**config.mk**
```make
export PLATFORM = sky130hd
export DESIGN_NAME = lcd_byte_writer
export DESIGN_NICKNAME = d
export VERILOG_FILES = /design/src/rtl/lcd_pkg.sv /design/src/rtl/lcd_delay_counter.sv /design/src/rtl/lcd_byte_writer.sv
export SDC_FILE = /design/constraint.sdc
export NUM_CORES = 1
export LEC_CHECK = 0
export BUFFER_PORTS_ARGS = -buffer_cell sky130_fd_sc_hd__buf_4
export CAP_MARGIN = 20
export CORE_MARGIN = 2
export CORE_UTILIZATION = 50
export DETAILED_ROUTE_END_ITERATION = 8
export PLACE_DENSITY = 0.8
export SLEW_MARGIN = 20
export SYNTH_ARGS = -nofsm -noshare
export SYNTH_HDL_FRONTEND = slang
export SYNTH_SLANG_ARGS = --single-unit
```
**constraint.sdc**
```tcl
create_clock -name Clock -period 2.01 [get_ports Clock]
set_input_delay 0.402 -clock Clock [delete_from_list [all_inputs] [get_ports Clock]]
set_output_delay 0.402 -clock Clock [all_outputs]
set_load 0.02 [all_outputs]
```
**src/rtl/lcd_pkg.sv**
```systemverilog
// Shared types and constants for the Spartan-3E 4-bit HD44780 LCD path:
// writer state encoding, default bus timing and command bytes.
package lcd_pkg;

    typedef enum logic [3:0] {
        IDLE,
        HI_SETUP,
        HI_PULSE,
        HI_HOLD,
        GAP,
        LO_SETUP,
        LO_PULSE,
        LO_HOLD,
        SETTLE
    } lcdState_t;

    // Default timing in 50 MHz clock cycles
    localparam int LCD_CLK_SETUP    = 2;
    localparam int LCD_CLK_PULSE    = 12;
    localparam int LCD_CLK_HOLD     = 1;
    localparam int LCD_CLK_GAP      = 50;
    localparam int LCD_CLK_WAIT     = 2000;
    localparam int LCD_CLK_LONGWAIT = 82000;
    localparam int LCD_CNT_W        = 17;

    // HD44780 command bytes; Clear and Home need the long settle
    localparam logic [7:0] LCD_CMD_CLEAR        = 8'h01;
    localparam logic [7:0] LCD_CMD_HOME         = 8'h02;
    localparam logic [7:0] LCD_CMD_ENTRY_MODE   = 8'h06;
    localparam logic [7:0] LCD_CMD_DISPLAY_ON   = 8'h0C;
    localparam logic [7:0] LCD_CMD_DISPLAY_OFF  = 8'h08;
    localparam logic [7:0] LCD_CMD_FUNCSET_4BIT = 8'h28;
    localparam logic [7:0] LCD_CMD_SET_DDRAM    = 8'h80;

endpackage

```
**src/rtl/lcd_delay_counter.sv**
```systemverilog
// Loadable down-counter that sets the dwell of each writer state.
// oDone is high while the count is zero.
module lcd_delay_counter #(
    parameter int CNT_W = 17
) (
    input  logic             Clock,
    input  logic             Reset,
    input  logic             iLoad,
    input  logic [CNT_W-1:0] iLoadValue,
    output logic             oDone
);

    logic [CNT_W-1:0] count;

    always_ff @(posedge Clock) begin
        if (Reset) begin
            count <= '0;
        end else if (iLoad) begin
            count <= iLoadValue;
        end else if (count != '0) begin
            count <= count - 1'b1;
        end
    end

    assign oDone = (count == '0);

endmodule

```
**src/rtl/lcd_byte_writer.sv**
```systemverilog
// Writes one byte to the 4-bit LCD bus as two enable-strobed nibbles,
// then holds off further requests for the controller's execution time.
module lcd_byte_writer
    import lcd_pkg::*;
#(
    parameter int CLK_SETUP    = LCD_CLK_SETUP,
    parameter int CLK_PULSE    = LCD_CLK_PULSE,
    parameter int CLK_HOLD     = LCD_CLK_HOLD,
    parameter int CLK_GAP      = LCD_CLK_GAP,
    parameter int CLK_WAIT     = LCD_CLK_WAIT,
    parameter int CLK_LONGWAIT = LCD_CLK_LONGWAIT,
    parameter int CNT_W        = LCD_CNT_W
) (
    input  logic       Clock,
    input  logic       Reset,
    input  logic       iValid,
    input  logic [7:0] iData,
    input  logic       iRS,
    input  logic       iLongWait,
    output logic       oReady,
    output logic       oLCD_Enabled,
    output logic       oLCD_RegisterSelect,
    output logic       oLCD_StrataFlashControl,
    output logic       oLCD_ReadWrite,
    output logic [3:0] oLCD_Data,
    output lcdState_t  oState
);

    // Handshake: a byte is taken on any rising edge where iValid and oReady
    // are both 1; iValid while oReady is 0 is dropped, never queued.

    if (CLK_SETUP < 1 || CLK_PULSE < 1 || CLK_HOLD < 1 || CLK_GAP < 1 ||
        CLK_WAIT < 1 || CLK_LONGWAIT < 1) begin : gBadDwell
        $error("lcd_byte_writer: every dwell parameter must be at least 1");
    end
    if (longint'(CLK_LONGWAIT) > (longint'(1) << CNT_W) ||
        longint'(CLK_WAIT) > (longint'(1) << CNT_W)) begin : gBadWidth
        $error("lcd_byte_writer: CNT_W too narrow for the settle dwell");
    end

    localparam logic [CNT_W-1:0] SETUP_M1 = CNT_W'(CLK_SETUP - 1);
    localparam logic [CNT_W-1:0] PULSE_M1 = CNT_W'(CLK_PULSE - 1);
    localparam logic [CNT_W-1:0] HOLD_M1  = CNT_W'(CLK_HOLD - 1);
    localparam logic [CNT_W-1:0] GAP_M1   = CNT_W'(CLK_GAP - 1);
    localparam logic [CNT_W-1:0] WAIT_M1  = CNT_W'(CLK_WAIT - 1);
    localparam logic [CNT_W-1:0] LONG_M1  = CNT_W'(CLK_LONGWAIT - 1);

    lcdState_t        state;
    lcdState_t        nextState;
    logic [3:0]       loNibbleReg;
    logic             longWaitReg;
    logic [3:0]       nextData;
    logic             nextRs;
    logic             cntLoad;
    logic [CNT_W-1:0] cntLoadValue;
    logic             cntDone;
    logic             accept;

    assign accept = (state == IDLE) && iValid;

    lcd_delay_counter #(.CNT_W(CNT_W)) uDelay (
        .Clock      (Clock),
        .Reset      (Reset),
        .iLoad      (cntLoad),
        .iLoadValue (cntLoadValue),
        .oDone      (cntDone)
    );

    always_comb begin
        nextState = state;
        nextData  = oLCD_Data;
        nextRs    = oLCD_RegisterSelect;
        case (state)
            IDLE: begin
                if (iValid) begin
                    nextState = HI_SETUP;
                    nextData  = iData[7:4];
                    nextRs    = iRS;
                end
            end
            HI_SETUP: if (cntDone) nextState = HI_PULSE;
            HI_PULSE: if (cntDone) nextState = HI_HOLD;
            HI_HOLD:  if (cntDone) nextState = GAP;
            GAP: begin
                if (cntDone) begin
                    nextState = LO_SETUP;
                    nextData  = loNibbleReg;
                end
            end
            LO_SETUP: if (cntDone) nextState = LO_PULSE;
            LO_PULSE: if (cntDone) nextState = LO_HOLD;
            LO_HOLD:  if (cntDone) nextState = SETTLE;
            SETTLE:   if (cntDone) nextState = IDLE;
            default:  nextState = IDLE;
        endcase
    end

    // Counter is reloaded with (dwell - 1) on entry to every timed state
    always_comb begin
        cntLoad      = (nextState != state) && (nextState != IDLE);
        cntLoadValue = '0;
        case (nextState)
            HI_SETUP, LO_SETUP: cntLoadValue = SETUP_M1;
            HI_PULSE, LO_PULSE: cntLoadValue = PULSE_M1;
            HI_HOLD, LO_HOLD:   cntLoadValue = HOLD_M1;
            GAP:                cntLoadValue = GAP_M1;
            SETTLE:             cntLoadValue = longWaitReg ? LONG_M1 : WAIT_M1;
            default:            cntLoadValue = '0;
        endcase
    end

    always_ff @(posedge Clock) begin
        if (Reset) begin
            state               <= IDLE;
            oReady              <= 1'b1;
            oLCD_Enabled        <= 1'b0;
            oLCD_RegisterSelect <= 1'b0;
            oLCD_Data           <= 4'h0;
            loNibbleReg         <= 4'h0;
            longWaitReg         <= 1'b0;
        end else begin
            state               <= nextState;
            oReady              <= (nextState == IDLE);
            oLCD_Enabled        <= (nextState == HI_PULSE) || (nextState == LO_PULSE);
            oLCD_RegisterSelect <= nextRs;
            oLCD_Data           <= nextData;
            if (accept) begin
                loNibbleReg <= iData[3:0];
                longWaitReg <= iLongWait;
            end
        end
    end

    assign oLCD_StrataFlashControl = 1'b1;
    assign oLCD_ReadWrite          = 1'b0;
    assign oState                  = state;

endmodule

```
==> impl_metrics.py <==
metrics = {
    "floorplan": {
        "num_rows": 21,
        "design.core.area_um2": 3340,
        "io_pins": 26,
        "die_x_um": 63.1,
        "start_util": 0.524,
        "dieArea_um2": 3990,
        "die_h_um": 63.1,
    },
    "critical_path": {
        "r2r_end": "oState[0]",
        "crit_family": "simple AND/OR/NAND/NOR gates",
        "cpMaxStageDelayCell": "dfxtp_1",
        "path_class": "flop to flop",
        "crit_buf_inv": 1,
        "critPathArrivalTime_ns": 2.14,
        "reg2reg_from": "uDelay.count[1]",
        "cp_cell_sequence": "inv_1, ha_1, nor4b_4, and4_1, mux2_2, a21oi_1, nor2_1",
        "crit_path_max_incr_delay_ns": 0.37,
        "worstSetupStartpoint": "uDelay.count[1]",
        "cp-start-kind": "flop",
        "crit_required_ns": 2.26,
        "rr_worst_depth": 7,
        "reg2reg_slack_ns": 0.13,
        "path_depth": 7,
        "cp-end-kind": "flop",
        "crit_fanout": 5,
        "crit_end": "oState[0]",
    },
    "yosys": {
        "yosysWarnings": 0,
        "yosysSeqAreaShare": 0.378,
        "synth_top_area_share": 0.378,
        "yosysTopAreaCell": "dfxtp_1",
        "async_flop_share": 0,
        "syn_inst": 197,
        "synth_cell_types": 44,
        "postSynthAreaPerCell_um2": 8.88,
        "synth_area_um2": 1750,
        "synth-edff-count": 0,
        "synth_common_cells": "33 x dfxtp_1, 25 x nor2_1, 15 x a21oi_1, 14 x nand2_1, 10 x mux2i_1",
        "synth_flop_cell": "dfxtp_1",
        "synth.most_common_cell": "dfxtp_1",
        "synth_area_leaders": "dfxtp_1 38%, mux2i_1 5.7%, nor2_1 5.4%",
        "ys_seq_elements": 33,
        "syn_nets": 212,
    },
    "sta": {
        "setup-tns-final_ns": 0,
        "period_share": 0.938,
        "period_minus_slack_ns": 1.88,
        "fmaxAchievable_mhz": 531,
        "hold_viol": 0,
        "rsz0062_at_grt": "no",
        "fin_skew_ns": 0.0131,
        "setup_viol": 0,
        "finalMaxSlewViolations": 0,
    },
    "routing": {
        "drtAntennaViolNets": 0,
        "num_vias": 1511,
        "drt-initial-drc-count": 65,
        "dr.pass1.iters": 4,
        "wl_per_cell_um": 13.5,
        "route.detailed.drc": 0,
        "route.final.wire_length_um": 3790,
        "vias_per_cell": 5.40,
    },
    "global_routing": {
        "grt_usage": 0.202,
        "antenna_found_initial": 0,
        "grt_pass1_wl_um": 6280,
        "grt_pass1_vias": 1361,
        "grt_overflow": 0,
        "grt_max_degree": 26,
    },
    "cts": {
        "clk_pin_slew_worst_paths_ns": 0.11,
        "cts_max_level": 2,
        "insertion_delay_ns": 0.36,
        "ctsRootBufferMaster": "clkbuf_4",
        "cts_tree": "done",
        "numCtsBuffers": 5,
        "cts_buffer_depth": 2,
        "cts_hold_buf": 0,
        "clock-sinks": 33,
    },
    "place": {
        "dpl.hpwl_um": 2770,
        "gp_congestion": 0.841,
        "placedCellCount": 268,
        "io_buffers": 23,
    },
    "outcome": {
        "outcome": "complete, no violations",
    },
    "pwr": {
        "p_int_uw": 2130,
        "power.density_nw_per_um2": 1640,
        "power_uw": 3570,
        "ir_drop_mv": 0.772,
        "power_frac_seq": 0.290,
        "p_sw_frac": 0.404,
        "cellLeakagePower_uw": 0.000885,
        "p_clk_frac": 0.174,
        "switching_power_uw": 1440,
        "power_frac_comb": 0.536,
    },
    "worst_hold_path": {
        "worst_hold_path_type": "primary input to flop",
    },
    "final_layout": {
        "drive_above_1_share": 0.269,
        "syn_to_final_growth_pct": 24.5,
        "fin_cells": 280,
        "n_fill_cell": 277,
        "diodes": 0,
        "fin_nets": 248,
    },
    "job": {
        "cap_violations": 0,
    },
}
layout make-up:
| cell class | count | area (um^2) | share of cell area |
|---|---|---|---|
| well taps | 46 | 57.6 | 0.0264 |
| repair buffers | 41 | 308 | 0.141 |
| flip-flops and latches | 33 | 661 | 0.303 |
| clock inverters | 3 | 65.1 | 0.0299 |
| clock buffers | 5 | 37.5 | 0.0172 |
| multi-input cells | 146 | 1030 | 0.471 |
| inverters | 6 | 22.5 | 0.0103 |
worst register-to-register path, cell delays in order (launching register included):
cell and delay, ns:
dfxtp_1 0.37, inv_1 0.10, ha_1 0.14, nor4b_4 0.32, and4_1 0.32, mux2_2 0.35
a21oi_1 0.14, nor2_1 0.05
state kept, by name (all words and copies together), names as in the netlist:
signal,flops
oLCD_RegisterSelect,1
oLCD_Data,4
uDelay.count,17
oState,4
oLCD_Enabled,1
longWaitReg,1
oReady,1
loNibbleReg,4
layout by cell type, fill, tap and decap left out, types with 2 or more instances in the layout:
cell type / count
a211oi_1: 6
a21oi_1: 15
buf_4: 41
bufinv_16: 2
clkbuf_4: 5
conb_1: 2
dfxtp_1: 33
ha_1: 2
inv_1: 6
mux2i_1: 10
nand2_1: 14
nand3_1: 8
nand4_1: 5
nor2_1: 25
nor3_1: 7
nor3b_1: 2
nor4_4: 3
o211ai_1: 2
o21a_1: 4
o41ai_1: 2
or2_2: 3
xnor2_1: 6
xor2_1: 8
what timing repair did:
item                       CTS  global route
setup endpoints to repair    0            26
gates resized for setup      0             1
buffers inserted             0             3
hold endpoints to repair     0             0
power groups by stage:
stage          sequential (uW)  clock, uW  combinational [uW]
6_report                  1040        622                1910
5_1_grt                   1060        662                2110
4_1_cts                   1030        635                1780
3_5_place_dp              1040          0                1770
3_3_place_gp              1030          0                1740
2_1_floorplan             1050          0                1260
worst min path at each step:
stage,cells past startpoint,start,slack [ns],to
finish,3,iData[2],0.28,loNibbleReg[2]
global route,3,iData[2],0.28,loNibbleReg[2]
CTS,3,iData[2],0.27,loNibbleReg[2]
detailed placement,2,oLCD_Data[2],0.49,oLCD_Data[2]
global placement,2,loNibbleReg[1],0.48,loNibbleReg[1]
floorplan,2,longWaitReg,0.46,uDelay.count[16]
per-stage QoR:
stage | setup slack, ns | instance area (um^2) | utilization | hold WS (ns)
after floorplan | 0.163 | 1750 | - | 0.458
after global placement | 0.114 | 2030 | 0.609 | 0.480
after detailed placement | 0.0434 | 2030 | 0.609 | 0.493
after CTS | 0.0157 | 2130 | 0.639 | 0.269
after global routing | 0.00615 | 2180 | 0.652 | 0.279
final | 0.125 | 2180 | 0.652 | 0.276
layer usage:
metal | up-vias | track usage | wire length [um]
li1 | 775 | - | -
met1 | 691 | 0.264 | 1820
met2 | 35 | 0.298 | 1690
met3 | 10 | 0.0536 | 171
met4 | 0 | 0.117 | 118
met5 | - | 0 | 0
cell families (layout without fill, tap and decap cells):
family          after synthesis  in the layout  share of synthesized area
fa+ha+maj                     2              2                     0.0143
simple gates                 77             78                      0.260
other cells                   2              2                    0.00429
compound gates               39             39                      0.162
buf+inv                      19             55                     0.0479
mux                          11             11                     0.0637
flops                        33             33                      0.378
xor+xnor                     14             14                     0.0701
Power figures use the tool's default switching activity.
